### src/rtl/axi_pkg.sv
// Shared AXI read-side constants and the line reader state type.
// Latency: n/a (package).  Backpressure: n/a.
// Build option: AXI_RD_4K_SPLIT_EN (consumed by axi_line_reader).
package axi_pkg;
    localparam int         AXI_DATA_W  = 512;
    localparam int         AXI_ADDR_W  = 64;
    localparam int         LINE_BYTES  = 64;
    localparam logic [2:0] ARSIZE_64B  = 3'h6;
    localparam logic [1:0] RESP_OKAY   = 2'b00;
    localparam logic [1:0] RESP_SLVERR = 2'b10;

    typedef enum logic [1:0] {
        ST_IDLE,
        ST_ADDR,
        ST_DATA,
        ST_DRAIN
    } rd_state_e;
endpackage

### src/rtl/axi_rd_skid.sv
// Two-entry FIFO carrying {line data, last} between the R channel and the consumer.
// Latency: a push in cycle N is visible on out_valid_o in cycle N+1.
// Backpressure: in_ready_o drops only when both entries are occupied.
module axi_rd_skid #(
    parameter int W = 513
) (
    input  logic         clk,
    input  logic         rst,
    input  logic         in_valid_i,
    output logic         in_ready_o,
    input  logic [W-1:0] in_data_i,
    output logic         out_valid_o,
    input  logic         out_ready_i,
    output logic [W-1:0] out_data_o
);
    logic [W-1:0] mem_q [2];
    logic         wr_ptr_q;
    logic         rd_ptr_q;
    logic [1:0]   cnt_q;
    logic         full;
    logic         empty;
    logic         push;
    logic         pop;

    assign full        = (cnt_q == 2'd2);
    assign empty       = (cnt_q == 2'd0);
    assign in_ready_o  = !full;
    assign out_valid_o = !empty;
    assign push        = in_valid_i && !full;
    assign pop         = out_ready_i && !empty;
    assign out_data_o  = mem_q[rd_ptr_q];

    always_ff @(posedge clk) begin
        if (rst) begin
            wr_ptr_q <= 1'b0;
            rd_ptr_q <= 1'b0;
            cnt_q    <= 2'd0;
        end else begin
            if (push) wr_ptr_q <= ~wr_ptr_q;
            if (pop)  rd_ptr_q <= ~rd_ptr_q;
            case ({push, pop})
                2'b10:   cnt_q <= cnt_q + 2'd1;
                2'b01:   cnt_q <= cnt_q - 2'd1;
                default: cnt_q <= cnt_q;
            endcase
        end
    end

    // Storage needs no reset: occupancy alone decides what is visible.
    always_ff @(posedge clk) begin
        if (push) mem_q[wr_ptr_q] <= in_data_i;
    end
endmodule

### src/rtl/axi_line_reader.sv
// AXI4 read master: one command becomes a chain of AR bursts, lines streamed out in order.
// Latency: AR on the cycle after accept; an R beat reaches out_valid one cycle later.
// Backpressure: rready_m drops when the 2-entry output buffer is full. Option: AXI_RD_4K_SPLIT_EN.
module axi_line_reader
    import axi_pkg::*;
#(
    parameter logic [15:0] ARID_VAL  = 16'h0,
    parameter int          MAX_BURST = 256
) (
    input  logic         clk,
    input  logic         rst,
    input  logic         cmd_valid,
    output logic         cmd_ready,
    input  logic [63:0]  cmd_addr,
    input  logic [31:0]  cmd_lines,
    output logic         out_valid,
    input  logic         out_ready,
    output logic [511:0] out_data,
    output logic         out_last,
    output logic         done,
    output logic         err,
    output logic [15:0]  arid_m,
    output logic [63:0]  araddr_m,
    output logic [7:0]   arlen_m,
    output logic [2:0]   arsize_m,
    output logic         arvalid_m,
    input  logic         arready_m,
    input  logic [15:0]  rid_m,
    input  logic [511:0] rdata_m,
    input  logic [1:0]   rresp_m,
    input  logic         rlast_m,
    input  logic         rvalid_m,
    output logic         rready_m
);
    rd_state_e    state_q, state_d;
    logic [63:0]  cur_addr_q, cur_addr_d;
    logic [32:0]  rem_q, rem_d;
    logic [8:0]   beats_q, beats_d;
    logic [8:0]   cnt_q, cnt_d;
    logic         err_q, err_d;
    logic         done_q, done_d;

    logic [8:0]   burst_beats;
    logic [32:0]  rem_after;
    logic [63:0]  addr_after;
    logic         beat_hs;
    logic         beat_last;
    logic         beat_bad;
    logic         skid_in_rdy;
    logic         skid_out_vld;
    logic [512:0] skid_out_dat;
    logic         unused_addr_bits;

    assign unused_addr_bits = ^cmd_addr[5:0];

`ifdef AXI_RD_4K_SPLIT_EN
    logic [6:0] bnd_lim;
    assign bnd_lim = 7'd64 - {1'b0, cur_addr_q[11:6]};
`endif

    always_comb begin
        burst_beats = (rem_q < 33'(MAX_BURST)) ? rem_q[8:0] : 9'(MAX_BURST);
`ifdef AXI_RD_4K_SPLIT_EN
        if (burst_beats > {2'b00, bnd_lim}) burst_beats = {2'b00, bnd_lim};
`endif
    end

    assign rem_after  = rem_q - {24'd0, beats_q};
    assign addr_after = cur_addr_q + {49'd0, beats_q, 6'd0};

    // The local beat counter, not rlast_m, delimits each burst.
    assign beat_hs   = rvalid_m && (state_q == ST_DATA) && skid_in_rdy;
    assign beat_last = (cnt_q == 9'd1);
    assign beat_bad  = (rlast_m != beat_last) || (rresp_m != RESP_OKAY) || (rid_m != ARID_VAL);

    assign araddr_m  = cur_addr_q;
    assign arlen_m   = 8'(burst_beats - 9'd1);
    assign arsize_m  = ARSIZE_64B;
    assign arid_m    = ARID_VAL;

    // Held off while done is pulsing so a new command never overlaps the old one.
    assign cmd_ready = (state_q == ST_IDLE) && !done_q && !rst;
    assign done      = done_q;
    assign err       = err_q;
    assign out_valid = skid_out_vld;
    assign out_data  = skid_out_dat[512:1];
    assign out_last  = skid_out_dat[0] && skid_out_vld;

    always_comb begin
        state_d    = state_q;
        cur_addr_d = cur_addr_q;
        rem_d      = rem_q;
        beats_d    = beats_q;
        cnt_d      = cnt_q;
        err_d      = err_q;
        done_d     = 1'b0;
        arvalid_m  = 1'b0;
        rready_m   = 1'b0;
        case (state_q)
            ST_IDLE: begin
                if (cmd_valid && cmd_ready) begin
                    cur_addr_d = {cmd_addr[63:6], 6'd0};
                    rem_d      = {1'b0, cmd_lines};
                    err_d      = 1'b0;
                    if (cmd_lines == 32'd0) begin
                        done_d = 1'b1;
                    end else begin
                        state_d = ST_ADDR;
                    end
                end
            end
            ST_ADDR: begin
                arvalid_m = 1'b1;
                if (arready_m) begin
                    beats_d = burst_beats;
                    cnt_d   = burst_beats;
                    state_d = ST_DATA;
                end
            end
            ST_DATA: begin
                rready_m = skid_in_rdy;
                if (beat_hs) begin
                    cnt_d = cnt_q - 9'd1;
                    if (beat_bad) err_d = 1'b1;
                    if (beat_last) begin
                        rem_d      = rem_after;
                        cur_addr_d = addr_after;
                        state_d    = (rem_after == 33'd0) ? ST_DRAIN : ST_ADDR;
                    end
                end
            end
            ST_DRAIN: begin
                if (out_valid && out_ready && out_last) begin
                    done_d  = 1'b1;
                    state_d = ST_IDLE;
                end
            end
            default: state_d = ST_IDLE;
        endcase
    end

    always_ff @(posedge clk) begin
        if (rst) begin
            state_q    <= ST_IDLE;
            cur_addr_q <= 64'd0;
            rem_q      <= 33'd0;
            beats_q    <= 9'd0;
            cnt_q      <= 9'd0;
            err_q      <= 1'b0;
            done_q     <= 1'b0;
        end else begin
            state_q    <= state_d;
            cur_addr_q <= cur_addr_d;
            rem_q      <= rem_d;
            beats_q    <= beats_d;
            cnt_q      <= cnt_d;
            err_q      <= err_d;
            done_q     <= done_d;
        end
    end

    axi_rd_skid #(
        .W (513)
    ) u_skid (
        .clk         (clk),
        .rst         (rst),
        .in_valid_i  (rvalid_m && (state_q == ST_DATA)),
        .in_ready_o  (skid_in_rdy),
        .in_data_i   ({rdata_m, beat_last && (rem_after == 33'd0)}),
        .out_valid_o (skid_out_vld),
        .out_ready_i (out_ready),
        .out_data_o  (skid_out_dat)
    );
endmodule

### config.mk
export PLATFORM = sky130hd
export DESIGN_NAME = axi_line_reader
export DESIGN_NICKNAME = d
export VERILOG_FILES = /design/src/rtl/axi_pkg.sv /design/src/rtl/axi_rd_skid.sv /design/src/rtl/axi_line_reader.sv
export SDC_FILE = /design/constraint.sdc
export NUM_CORES = 1
export LEC_CHECK = 0
export ABC_AREA = 0
export BUFFER_PORTS_ARGS = -buffer_cell sky130_fd_sc_hd__buf_4
export CAP_MARGIN = 10
export CELL_PAD_IN_SITES_DETAIL_PLACEMENT = 0
export CELL_PAD_IN_SITES_GLOBAL_PLACEMENT = 1
export CORE_AREA = 2 2 481 483
export CTS_CLUSTER_SIZE = 16
export DETAILED_ROUTE_END_ITERATION = 8
export DIE_AREA = 0 0 483 485
export PLACE_DENSITY = 0.54
export SKIP_LAST_GASP = 1
export SLEW_MARGIN = 20
export SYNTH_ARGS = -nofsm -noshare
export SYNTH_HDL_FRONTEND = slang
export SYNTH_SLANG_ARGS = --single-unit
### constraint.sdc
create_clock -name clk -period 29.6 [get_ports clk]
set_input_delay 2.96 -clock clk [delete_from_list [all_inputs] [get_ports clk]]
set_output_delay 2.96 -clock clk [all_outputs]
set_load 0.1 [all_outputs]
# After elaboration in Yosys (flattened, before gate mapping)
# Memory sizes are Yosys's and may differ from the RTL's. A register that Yosys moved wholly into a read port is not among the register bits.
# Index checks and enable logic that the tools add are counted.
dict set report classes {
  addsub 6
  n_mux 35
  n_bitwise 2
  n_eq_ne 15
  magnitude_cmp 1
  n_reduce_logical 29
}
# operator n
set op_table {}
lappend op_table {{64-bit 2-to-1 mux} 3}
lappend op_table {{64-bit one-hot mux with 2 select lines} 1}
lappend op_table {{33-bit 2-to-1 mux} 3}
lappend op_table {{33-bit one-hot mux with 2 select lines} 1}
lappend op_table {{64-bit by 15-bit adder with 64-bit output} 1}
lappend op_table {{33-bit logical NOT} 1}
lappend op_table {{33-bit by 9-bit less-than comparator with 1-bit output, second input constant} 1}
lappend op_table {{33-bit by 9-bit subtractor with 33-bit output} 1}
lappend op_table {{32-bit logical NOT} 1}
lappend op_table {{9-bit 2-to-1 mux} 3}
lappend op_table {{9-bit one-hot mux with 2 select lines} 1}
lappend op_table {{16-bit nonzero test} 1}
lappend op_table {{2-bit 2-to-1 mux} 7}
lappend op_table {{1-bit 2-to-1 mux} 12}
lappend op_table {{2-bit inequality test, second input constant} 5}
lappend op_table {{9-bit by 1-bit equality test with 1-bit output, second input constant} 1}
lappend op_table {{1-bit logical AND} 9}
lappend op_table {{9-bit by 1-bit subtractor with 9-bit output, second input constant} 1}
lappend op_table {{2-bit equality test, second input constant} 4}
lappend op_table {{2-bit one-hot mux with 4 select lines} 1}
lappend op_table {{4-bit AND reduction} 2}
lappend op_table {{2-bit nonzero test} 4}
lappend op_table {{8-bit by 1-bit subtractor with 8-bit output, second input constant} 1}
lappend op_table {{6-bit AND reduction} 1}
lappend op_table {{other kinds (13)} 22}
dict set report totals {
  mem_count 1
  mem_bits_rw 1026
  regBits 123
  out_inout_bits 610
  inputBits 633
}
# memory depth width rd rd_ports_with_merged_regs wr line_no
set mem_list {}
lappend mem_list {u_skid.mem_q 2 513 1 1 1 axi_rd_skid.sv:16} ;# logic [W-1:0] mem_q [2];

# Logic depth before layout (Yosys ltp)
dict set report logic_depth {
  word_depth 7
  mapped_depth 12
}

# By module
# A second synthesis with hierarchy kept.
dict set report unflattened {
  hier_cells 2713
  hier_area_um2 45607.5
}
# mod seq_area_each_um2 area_each_um2 cells_per_inst n_inst
set modules_own_cells {}
lappend modules_own_cells {axi_rd_skid 30909.6 37425.9 1620 1}
lappend modules_own_cells {axi_line_reader 2262.2 8181.6 1093 1}

# Worst setup path before layout
# No wires, ideal clock.
dict set report synth_path {
  path_kind {input port to flip-flop}
  startpoint {in rvalid_m}
  endpoint {mem u_skid.mem_q[0][0], enable pin}
  t_arrival_ns 24.539
  setup_slack_ns 3.657
  path_stages 2
  path_buffers 0
  path_cell_list {o211ai_1 nor2_1}
}
dict set report synth_between {
  elab_chain_cells 4
}
# element line_no
set synth_lines {}
lappend synth_lines {{start: declaration} axi_line_reader.sv:32} ;# input logic rvalid_m,
lappend synth_lines {{1-bit logical AND} axi_line_reader.sv:167} ;# .in_valid_i (rvalid_m && (state_q == ST_DATA)),
lappend synth_lines {{1-bit logical AND} axi_rd_skid.sv:29} ;# assign push = in_valid_i && !full;
lappend synth_lines {{1-bit 2-to-1 mux} axi_rd_skid.sv:51} ;# if (push) mem_q[wr_ptr_q] <= in_data_i;
lappend synth_lines {{1-bit 2-to-1 mux (implied by the code)} axi_rd_skid.sv:51}
lappend synth_lines {{end: declaration} axi_rd_skid.sv:16}
# Every way passes these cells.

# Worst setup path in the final report
dict set report layout_path {
  startpoint {reg rem_q[9]}
  endpoint {out arlen_m[6]}
}
dict set report layout_between {
  elab_chain_cells 3
}
# element line_no
set layout_lines {}
lappend layout_lines {{start: declaration} axi_line_reader.sv:37} ;# logic [32:0] rem_q, rem_d;
lappend layout_lines {{start signal: assignment} axi_line_reader.sv:154} ;# rem_q <= rem_d;
lappend layout_lines {{33-bit by 9-bit less-than comparator with 1-bit output} axi_line_reader.sv:62} ;# burst_beats = (rem_q < 33'(MAX_BURST)) ? rem_q[8:0] : 9'(MAX_BURST);
lappend layout_lines {{9-bit 2-to-1 mux} axi_line_reader.sv:62}
lappend layout_lines {{8-bit by 1-bit subtractor with 8-bit output} axi_line_reader.sv:77} ;# assign arlen_m = 8'(burst_beats - 9'd1);
lappend layout_lines {{end: declaration} axi_line_reader.sv:24} ;# output logic [7:0] arlen_m,
# Every way passes these cells.

==> out/results.txt <==
Syn_area_per_cell: 16.5 um2
DRT iter0 DRCs: 1734
Syn Inst Count: 2764
CTS Sinks: 1144
Unrepaired setup endpoints after global routing: no
Vias: 29.6k
Met3 WL: 19.2 mm
Grt ovf: 0
Count leader, synth: edfxtp_1
Worst-path clk slew: 60 ps
Post-synth top area share: 0.677
I/O Pins: 1243
Wire length on met1: 67.5 mm
CP endpoint kind: output port
R2R cell count: 8
Sequential share of power: 0.358
Crit-path max FO: 17
Pleak: 0.0222 uW
Post-CTS Setup Repair Bufs: 0
Worst Path Required: 26640 ps
Layout area overhead: 37.6%
Initial Utilization: 0.199
Port Buf Inserts: 1211
Ys Warns: 0
GP Congestion: 0.831
Distinct cells, synth: 84
Post-DP HPWL: 136 mm
#FFs+latches synth: 1144
Final Hold Viols: 0
WP data arrival: 5160 ps
Core ar.: 229000 um2
Synth top cells by count: edfxtp_1 (1026), mux2_2 (516), nor2_1 (124), dfxtp_1 (118), clkbuf_1 (111)
Fin crit period: 8120 ps
Slowest cell delay on critical path: 900 ps
Slowest-stage cell, CP: nor4_4
Die X: 483 um
Largest net degree at the start of global routing: 80
Met2 WL: 89.1 mm
Post-synth EDFFs: 1026
Period Utilization, post-route: 0.274
Max rail drop VDD: 0.0510 mV
Gate power share: 0.322
Row count: 176
WHS Path Cells: 2
Final nets: 4679
CTS H-tree lvls: 4
Area contributors post-synth: edfxtp_1 (68%), mux2_2 (13%), dfxtp_1 (5.2%), a21oi_1 (1.0%), nor2_1 (1.0%)
Asr flop ratio synth: 0
Max-slew violation count: 0
Placed insts: 6903
Switching part of the total: 0.392
Peak Freq: 0.123 GHz
# setup viols final: 0
Final wirelength: 180 mm
Root Driver: clkbuf_16
First-pass GRT wire length: 244 mm
DR vias/cell: 4.13
Worst slew pin tran: 1030 ps
DRC Markers: 0
DRT antenna net count: 0
Top Layer Used: met5
DR pass1 iterations: 5
Die area: 234000 um2
Mapped cell area: 45500 um2
Slew HR: 0.313
Skew-Pair Late Insertion Delay: 800 ps
Total CTS buffers: 139
Area leader, netlist: edfxtp_1
Fillers: 23.6k
Clk pwr share: 0.320
Register area share after synthesis: 0.729
Maxcap violations: 0
Tot Pwr: 5310 uW
Die H: 485 um
Status: complete, no violations
CP cell instances: nor4_1, nor2b_1, nand3_1, nor4_4, nand2_1, ha_1, nand2b_1, a21oi_1, buf_4
NetSw: 2080 uW
Setup CP Type: reg2out
Initial antenna violation count: 97
Post_cts resized: 0
Max Root-Sink Buffers: 3
Total track usage: 0.148
Main synth FF type: edfxtp_1
CTS tree: built
TNS Setup: 0 ps
Post-Layout Cell Count: 7164
Count of hold-fix buffers inserted at cts: 0
Clock Skew: 71.1 ps
Pwr/cell area: 84.9 nW/um2
PnR worst setup slack: 21480 ps
HP Class: reg2reg
Pre-CTS WS: 22150 ps
Vias in the first global route: 30.1k
Wire per inst: 25.2 um
Ratio of cells with drive above 1 in the final layout: 0.484
Startpoint types: register
Int Power: 3230 uW
-- final timing paths --
kind,from,end,slack (ps)
max,rem_q[9],arlen_m[6],21480
min,cnt_q[7],cnt_q[7],480
max reg2reg,state_q[0],u_skid.mem_q[1][407],24430
min reg2reg,cnt_q[7],cnt_q[7],480
-- kinds of logic (layout without fill, tap and decap cells) --
logic type	count (synthesis)	in the layout	synth area share
XOR/XNOR	19	19	0.00366
AO/OA/AOI/OAI	343	343	0.0495
adder cells (fa/ha/maj)	28	28	0.00803
multiplexers	552	552	0.136
flip-flops	1144	1144	0.729
other	2	33	0.000165
buffers and inverters	197	1540	0.0198
AND/OR/NAND/NOR	479	479	0.0540
-- cell usage in the layout (no fill, tap or decap), types with 10 or more instances in the layout --
cell type  instances
mux2_2           516
o21a_1            10
clkinv_2          24
nor2b_1           17
a21o_1            18
clkinv_1          24
inv_1             40
nand2b_1          13
edfxtp_1        1026
a211oi_1          33
clkbuf_1          26
and3_1            12
a221oi_1          11
nand2_1           99
o21ai_0           62
a21oi_1           94
nor4_1            35
a31oi_1           10
nand3_1           43
xnor2_1           13
or3_1             11
dfxtp_1          117
buf_4           1246
nor3_1            48
o22ai_1           11
nor2_1           121
conb_1            25
mux2i_1           35
nand4_1           19
clkbuf_16        140
ha_1              25
a22oi_1           29
-- critical path: cells and delay by family, from the launching register on --
kind / cells / cell delay, ps
simple gates: 6 / 2820
flops: 1 / 430
compound gates: 1 / 380
fa+ha+maj: 1 / 370
buf+inv: 1 / 370
-- per-stage QoR --
stage / instance area (um2) / hold WS [ps] / util
2_1_floorplan: 45600 / 448 / -
3_3_place_gp: 58000 / 469 / 0.253
3_5_place_dp: 58000 / 475 / 0.253
4_1_cts: 62600 / 485 / 0.273
5_1_grt: 62600 / 509 / 0.273
6_report: 62600 / 478 / 0.273
-- flip-flops by register name, summed over array words and instances (netlist names), named ones only --
name	count
u_skid.mem_q	1026
araddr_m	58
rem_q	33
beats_q	9
cnt_q	9
state_q	2
u_skid.cnt_q	2
done	1
err	1
u_skid.rd_ptr_q	1
u_skid.wr_ptr_q	1
-- power by group through the flow --
stage / combinational, uW / sequential, uW / clock [uW]
floorplan: 1170 / 2070 / 0
global placement: 1720 / 1930 / 0
detailed placement: 1720 / 1940 / 0
CTS: 1730 / 1900 / 1760
global route: 1790 / 1910 / 1820
finish: 1710 / 1900 / 1700
-- area by class of cell --
cell class	count	area, um2	share of cell area
diodes	8	20.0	0.000320
clock buffers	170	3660	0.0584
clock inverters	83	923	0.0147
inverters	41	155	0.00248
multi-input cells	1446	11500	0.184
flip-flops and latches	1144	33200	0.530
well taps	3026	3790	0.0605
repair buffers	1246	9350	0.149
-- routing by layer --
metal  GRT usage  vias to the layer above
met5           0                        -
met4      0.0370                       34
met3      0.0692                      322
met2       0.256                     1220
met1       0.164                    14779
li1            -                    13248
Power figures use the tool's default switching activity.
